File: config.mk
export PLATFORM = sky130hd
export DESIGN_NAME = fsbm_search_ctrl
export DESIGN_NICKNAME = d
export VERILOG_FILES = /design/src/rtl/fsbm_pkg.sv /design/src/rtl/fsbm_pix_cnt.sv /design/src/rtl/fsbm_search_ctrl.sv
export SDC_FILE = /design/constraint.sdc
export NUM_CORES = 1
export LEC_CHECK = 0
export ABC_AREA = 1
export BUFFER_PORTS_ARGS = -buffer_cell sky130_fd_sc_hd__buf_2
export CAP_MARGIN = 20
export CORE_MARGIN = 1
export CORE_UTILIZATION = 52
export DETAILED_ROUTE_END_ITERATION = 8
export GPL_ROUTABILITY_DRIVEN = 1
export PLACE_DENSITY_LB_ADDON = 0.2
export SLEW_MARGIN = 20
export SYNTH_ARGS = -nofsm -noshare
export SYNTH_HDL_FRONTEND = slang
export SYNTH_HIERARCHICAL = 1
export SYNTH_SLANG_ARGS = --single-unit
export TNS_END_PERCENT = 20
File: constraint.sdc
create_clock -name clk -period 3.1 [get_ports clk]
set_clock_uncertainty 0.15 [all_clocks]
set_input_delay 0.62 -clock clk [delete_from_list [all_inputs] [get_ports clk]]
set_output_delay 0.62 -clock clk [all_outputs]
set_load 0.01 [all_outputs]
File: src/rtl/fsbm_pkg.sv
// Shared constants and state encoding for the full-search block-matching controller.
package fsbm_pkg;

    localparam int NPIX       = 16;
    localparam int SAD_W      = 12;
    localparam int MV_W       = 8;
    localparam int BLK_CYCLES = 21;

    typedef logic [2:0] state_t;

    localparam state_t ST_IDLE  = 3'd0;
    localparam state_t ST_CLR   = 3'd1;
    localparam state_t ST_FETCH = 3'd2;
    localparam state_t ST_DRAIN = 3'd3;
    localparam state_t ST_CMP   = 3'd4;
    localparam state_t ST_CAPT  = 3'd5;
    localparam state_t ST_RES   = 3'd6;

    // True when idx is the final block of a frame holding n blocks.
    function automatic logic is_last_blk(input logic [5:0] idx, input logic [6:0] n);
        return ({1'b0, idx} + 7'd1) >= n;
    endfunction

endpackage

File: src/rtl/fsbm_pix_cnt.sv
// Current-block pixel address counter; wraps to zero after the last pixel.
module fsbm_pix_cnt #(
    parameter int NPIX = 16
) (
    input  logic       clk,
    input  logic       rst_n,
    input  logic       clr,
    input  logic       en,
    output logic [3:0] cnt,
    output logic       tc
);

    localparam logic [3:0] LAST = 4'(NPIX - 1);

    assign tc = (cnt == LAST);

    always_ff @(posedge clk or negedge rst_n) begin
        if (!rst_n) begin
            cnt <= 4'd0;
        end else if (clr || (en && tc)) begin
            cnt <= 4'd0;
        end else if (en) begin
            cnt <= cnt + 4'd1;
        end
    end

endmodule

File: src/rtl/fsbm_search_ctrl.sv
// Frame-level sequencer for a 16-PE full-search motion estimator: fetch, accumulate,
// compare and report one 4x4 block every 21 cycles.
//
// state | meaning
// IDLE  | waiting for start
// CLR   | clear SAD accumulators
// FETCH | read NPIX current-block pixels, one per cycle
// DRAIN | last read returns, final accumulate
// CMP   | pulse minimum comparator
// CAPT  | comparator result settles, captured at end of cycle
// RES   | report result; next block or frame end
module fsbm_search_ctrl #(
    parameter int NPIX  = fsbm_pkg::NPIX,
    parameter int SAD_W = fsbm_pkg::SAD_W
) (
    input  logic                      clk,
    input  logic                      rst_n,
    input  logic                      start,
    input  logic                      abort,
    input  logic [6:0]                nblk,
    output logic                      busy,
    output logic [3:0]                pix_addr,
    output logic                      mem_rd,
    output logic                      pe_clr,
    output logic                      pe_acc,
    output logic                      cmp_en,
    input  logic [fsbm_pkg::MV_W-1:0] cmp_mv,
    input  logic [SAD_W-1:0]          cmp_mad,
    output logic [5:0]                blk_idx,
    output logic [fsbm_pkg::MV_W-1:0] mv_out,
    output logic [SAD_W-1:0]          mad_out,
    output logic                      res_valid,
    output logic                      done
);

    import fsbm_pkg::*;

    state_t     state;
    state_t     nxt;
    logic [6:0] nblk_q;
    logic       pix_tc;
    logic       launch;
    logic       empty_frame;
    logic       abort_hit;

    assign launch      = (state == ST_IDLE) && start && (nblk != 7'd0);
    assign empty_frame = (state == ST_IDLE) && start && (nblk == 7'd0);
    assign abort_hit   = abort && (state != ST_IDLE);

    fsbm_pix_cnt #(
        .NPIX (NPIX)
    ) u_pix_cnt (
        .clk   (clk),
        .rst_n (rst_n),
        .clr   (abort_hit || (state != ST_FETCH)),
        .en    (state == ST_FETCH),
        .cnt   (pix_addr),
        .tc    (pix_tc)
    );

    always_comb begin
        nxt = state;
        case (state)
            ST_IDLE:  if (launch) nxt = ST_CLR;
            ST_CLR:   nxt = ST_FETCH;
            ST_FETCH: if (pix_tc) nxt = ST_DRAIN;
            ST_DRAIN: nxt = ST_CMP;
            ST_CMP:   nxt = ST_CAPT;
            ST_CAPT:  nxt = ST_RES;
            ST_RES:   nxt = is_last_blk(blk_idx, nblk_q) ? ST_IDLE : ST_CLR;
            default:  nxt = ST_IDLE;
        endcase
        if (abort_hit) begin
            nxt = ST_IDLE;
        end
    end

    // Strobes are registered from the next state so every output comes straight off a flop.
    always_ff @(posedge clk or negedge rst_n) begin
        if (!rst_n) begin
            state     <= ST_IDLE;
            busy      <= 1'b0;
            pe_clr    <= 1'b0;
            mem_rd    <= 1'b0;
            pe_acc    <= 1'b0;
            cmp_en    <= 1'b0;
            res_valid <= 1'b0;
            done      <= 1'b0;
        end else begin
            state     <= nxt;
            busy      <= (nxt != ST_IDLE);
            pe_clr    <= (nxt == ST_CLR);
            mem_rd    <= (nxt == ST_FETCH);
            pe_acc    <= mem_rd && (nxt != ST_IDLE);
            cmp_en    <= (nxt == ST_CMP);
            res_valid <= (nxt == ST_RES);
            done      <= ((nxt == ST_RES) && is_last_blk(blk_idx, nblk_q)) || empty_frame;
        end
    end

    always_ff @(posedge clk or negedge rst_n) begin
        if (!rst_n) begin
            blk_idx <= 6'd0;
            nblk_q  <= 7'd0;
        end else if (launch) begin
            blk_idx <= 6'd0;
            nblk_q  <= nblk;
        end else if ((state == ST_RES) && (nxt == ST_CLR)) begin
            blk_idx <= blk_idx + 6'd1;
        end
    end

    always_ff @(posedge clk or negedge rst_n) begin
        if (!rst_n) begin
            mv_out  <= '0;
            mad_out <= '0;
        end else if ((state == ST_CAPT) && (nxt == ST_RES)) begin
            mv_out  <= cmp_mv;
            mad_out <= cmp_mad;
        end
    end

endmodule

[Word-level counts from Yosys, hierarchy flattened]
Cells that the tools add are included.
Word-level totals
  word-level logic and storage cells: 57
  bits in registers: 47
Operators by class
  mux-type cells: 9
  order comparisons: 1
  eq/ne operators: 12
  add/sub/neg operators: 3
  reductions and logical operators: 19
Operators with widths (number)
  case mux 3 bit (7 select lines): 1
  == test 3 bit, second input constant: 5
  two-way mux 6 bit: 2
  == test 3 x 2 -> 1 bit, second input constant: 3
  logical AND 1 bit: 9
  two-way mux 3 bit: 3
  two-way mux 4 bit: 2
  adder 6 x 1 -> 7 bit, second input constant: 1
  greater-or-equal comparator 7 bit: 1
  logical NOT 7 bit: 1
  nonzero test 7 bit: 1
  adder 6 x 1 -> 6 bit, second input constant: 1
  == test 3 x 1 -> 1 bit, second input constant: 2
  nonzero test 3 bit: 2
  adder 4 x 1 -> 4 bit, second input constant: 1
  == test 4 bit, second input constant: 1
  nonzero test 2 bit: 2
  logical NOT 3 bit: 1
  logical OR 1 bit: 3
  inequality test 3 x 2 -> 1 bit, second input constant: 1
  two-way mux 1 bit: 1

[Longest topological paths before layout]
  depth after elaboration: 10
  gate-level depth with buffers: 16
  gate-level depth less buffers: 15

[Hierarchy]
Netlist, hierarchy kept.
By module, submodules not included
  fsbm_search_ctrl: instances 1, cells an instance 249, area an instance 2120.8 um^2, sequential area each 1076.0 um^2
  fsbm_pix_cnt: instances 1, cells an instance 34, area an instance 239.0 um^2, sequential area each 100.1 um^2

[Worst setup path after synthesis]
OpenSTA, ideal clock, no wires.
  path kind: register to register
  start point: register blk_idx[2]
  end point: register mad_out[10]
  stages on the path, launching flop included: 16
  data arrival time: 2.195 ns
  setup slack: 0.638 ns
  path through: dfrtp_1 nand3_1 nand3b_1 or2_2 nand2_1 inv_1 ha_1 nand2_1 inv_1 a21oi_1 nand3_1 nand2_2 nand2_4 buf_2 nand4_1 nand2_1
Between the ends
  longest elaborated chain between the ends: 7
RTL lines
  start, declared: line fsbm_search_ctrl.sv:29  | output logic [5:0] blk_idx,
  start signal, assigned: line fsbm_search_ctrl.sv:109  | blk_idx <= blk_idx + 6'd1;
  adder 6 x 1 -> 7 bit: line fsbm_pkg.sv:21  | return ({1'b0, idx} + 7'd1) >= n;
  greater-or-equal comparator 7 bit: line fsbm_pkg.sv:21
  two-way mux 1 bit: line fsbm_search_ctrl.sv:70  | ST_RES: nxt = is_last_blk(blk_idx, nblk_q) ? ST_IDLE : ST_CLR;
  case mux 3 bit (7 select lines): line fsbm_search_ctrl.sv:63  | case (state)
  two-way mux 3 bit: line fsbm_search_ctrl.sv:73  | if (abort_hit) begin
  == test 3 bit: line fsbm_search_ctrl.sv:117  | end else if ((state == ST_CAPT) && (nxt == ST_RES)) begin
  logical AND 1 bit: line fsbm_search_ctrl.sv:117
  end signal, assigned: line fsbm_search_ctrl.sv:119  | mad_out <= cmp_mad;
  end, declared: line fsbm_search_ctrl.sv:31  | output logic [SAD_W-1:0] mad_out,
No other way between the ends.
A chain may end at the register's enable or synchronous reset.

[Final worst setup path]
  start point: register blk_idx[0]
  end point: register mad_out[1]
Same word-level chain as after synthesis.

==> impl_metrics.yaml <==
status:
  status: "finished, final reports clean"
timing:
  max_freq_ghz: 0.3672
  finalSetupViolations: 0
  max_slew_margin_pct: 61.92
  final_hold_viol_count: 0
  setup_ws_ns: 0.3767
  fin_crit_ns: 2.723
  tns_ns: 0
  rsz0062_at_grt: "no"
  min_period_over_period_pct: 87.85
  max_slew.worst_pin.slew_ns: 0.5711
  hold_slack_ns: 0.1622
  drv_slew: 0
power_and_ir_drop:
  p_total_mw: 2.114
  ir_worst_vdd_mv: 0.4385
  p_leak_nw: 1.662
  powerDensity_mw_per_mm2: 755.8
cts:
  cts.path.max_buffers: 2
  clkTransAtPathRegs_ns: 0.09
  cts_resized: 0
  postCtsSetupRepairBufs: 0
  cts-root-buf: "clkbuf_8"
  cts.sinks: 47
  hold_buffers: 0
  htreeDepth: 2
  clkLatencyLatePin_ns: 0.30
  cts_tree: "done"
  cts_buffers: 5
drt:
  vias: 2046
  wl_mm: 4.845
  drc: 0
  drt_iter0_drc: 99
  ant_nets: 0
  drtPass1Iterations: 4
  via_per_inst: 5.090
  wire_per_inst_um: 12.05
global_route:
  grt-ovfl-total: 0
  grt_start_max_net_pins: 48
  grt_util_all_layers_pct: 22.64
  antenna_found_initial: 0
  grt_pass1_vias: 2073
  grt_pass1_wl_mm: 8.832
synth:
  ys_seq_elements: 47
  syn_inst: 283
  ys_types: 27
  syn_area_mm2: 0.002360
  synth_nets: 323
  synth_warnings: 6
  avgSynthCellArea_um2: 8.338
  yosysSeqAreaShare_pct: 49.84
final_layout:
  layout-drive-gt1-share_pct: 29.14
  multi_input_area_um2: 972.2
  diodes: 0
  register_area_mm2: 0.001176
  fin_nets: 389
  fillCellCount: 391
  final_util_pct: 64.22
  syn_to_final_growth_pct: 18.50
floorplan:
  row_count: 24
  die-area_mm2: 0.004812
  io_pins: 68
  die_w_um: 69.37
  core-area_mm2: 0.004354
  start_util_pct: 54.20
  dieHeight_um: 69.37
worst_setup_path:
  cpMaxStageDelayCell: "dfrtp_1"
  critical_path_class: "flip-flop to flip-flop"
  cp-start-kind: "flip-flop"
  worst-endpoint-required_ns: 3.14
  worstPathArrival_ns: 2.76
  critPathMaxStageDelay_ns: 0.45
  cp_max_fo: 21
  cp_common_cell: "nand2_1"
  crit_chain: "nand3_1, nand3b_1, or2_2, nand2_1, inv_1, ha_1, nand2_1, nor2_1, nand2_1, nand3_1, nand2_2, nand2_4, nand3_2, nand2_1, nand2_1"
  critPathCaptureType: "flip-flop"
placement:
  dp_slack_ns: 0.4049
  io_buffers: 67
  hpwl_mm: 3.487
  place.gp.congestion: 0.8474
hold_path:
  hold_path_class: "primary input to async pin"
flow_run:
  cap_violations: 0
==> routing by layer <==
layer | routed length, um | vias to the layer above | track usage [%]
met5 | 0 | - | 0
met4 | 48 | 0 | 7.937
met3 | 217 | 4 | 4.506
met2 | 2491 | 50 | 40.78
met1 | 2087 | 963 | 26.69
li1 | - | 1029 | -
==> layout make-up <==
| cell class | instances | area share (%) |
|---|---|---|
| timing repair buffer | 69 | 12.62 |
| sequential | 47 | 42.06 |
| multi-input combinational | 188 | 34.77 |
| clock buffer | 5 | 2.461 |
| tap | 52 | 2.327 |
| inverter | 38 | 5.101 |
| clock inverter | 3 | 0.6711 |
==> power breakdown <==
group / internal, mW / total (mW) / switching (mW)
clock: 0.159 / 0.367 / 0.208
combinational: 0.299 / 0.854 / 0.555
sequential: 0.788 / 0.893 / 0.105
==> Yosys cell counts, drive strengths merged <==
cell | number | area share [%]
nand2 | 104 | 17
dfrtp | 47 | 50
ha | 9 | 4.8
nor3 | 3 | 0.64
buf | 8 | 2.6
o21ai | 14 | 3.3
nor2 | 16 | 3.8
nand3b | 1 | 0.32
nand4 | 23 | 6.4
a21boi | 1 | 0.32
xor2 | 2 | 0.74
or2 | 1 | 0.27
a21oi | 3 | 0.64
clkbuf | 2 | 0.32
inv | 38 | 6.0
nand3 | 11 | 2.8
==> cells in the final DEF (no fill, tap or decap), types with 2 or more instances in the layout <==
cell type,synthesis,final
nand3_2,2,2
nand2_2,4,4
nor2_2,3,3
nor2_1,10,10
o21ai_0,7,7
nor2_4,3,3
inv_1,30,30
nand4_1,22,22
xor2_1,2,2
nand3_1,9,9
buf_2,4,66
inv_2,8,8
clkbuf_8,0,5
ha_1,9,9
clkinv_2,0,2
o21ai_1,5,5
a21oi_1,3,3
o21ai_2,2,2
buf_4,1,3
nand2_1,99,99
nor3_1,3,3
dfrtp_1,47,47
==> worst max-delay path: cells and delay by family, from the launching register on <==
kind | cells | cell delay (ns)
adders and majority gates | 1 | 0.26
DFF | 1 | 0.45
buffers and inverters | 1 | 0.05
and+or+nand+nor | 13 | 1.69
==> state kept, by name, summed over array words and instances, names as in the netlist <==
register / count
pe_clr: 1
nblk_q: 7
pe_acc: 1
res_valid: 1
mem_rd: 1
mv_out: 8
busy: 1
u_pix_cnt/cnt: 4
done: 1
state: 3
blk_idx: 6
mad_out: 12
cmp_en: 1
==> through the flow <==
step | cell area [um^2] | std cells
2_1_floorplan | 2360 | 283
3_3_place_gp | 2706 | 394
3_5_place_dp | 2706 | 394
4_1_cts | 2794 | 402
5_1_grt | 2796 | 402
6_report | 2796 | 402
==> worst paths after layout <==
kind / start / to / slack (ns) / cells past startpoint
setup / recovery: blk_idx[0] / mad_out[1] / 0.38 / 15
hold / removal: rst_n / blk_idx[3] / 0.16 / 1
setup reg to reg: blk_idx[0] / mad_out[1] / 0.38 / 15
hold reg to reg: mad_out[8] / mad_out[8] / 0.33 / 2
max in group asynchronous: rst_n / state[1] / 2.24 / 1
min in group clk: mad_out[8] / mad_out[8] / 0.33 / 2
==> logic make-up after synthesis <==
kind of cell	synth area share, %
AOI/OAI and AO/OA	4.242
xor gates and xnor gates	0.7424
adders and majority gates	4.772
buffers and inverters	8.961
DFF	49.84
and+or+nand+nor	31.44
(Power assumes the default switching activity.)
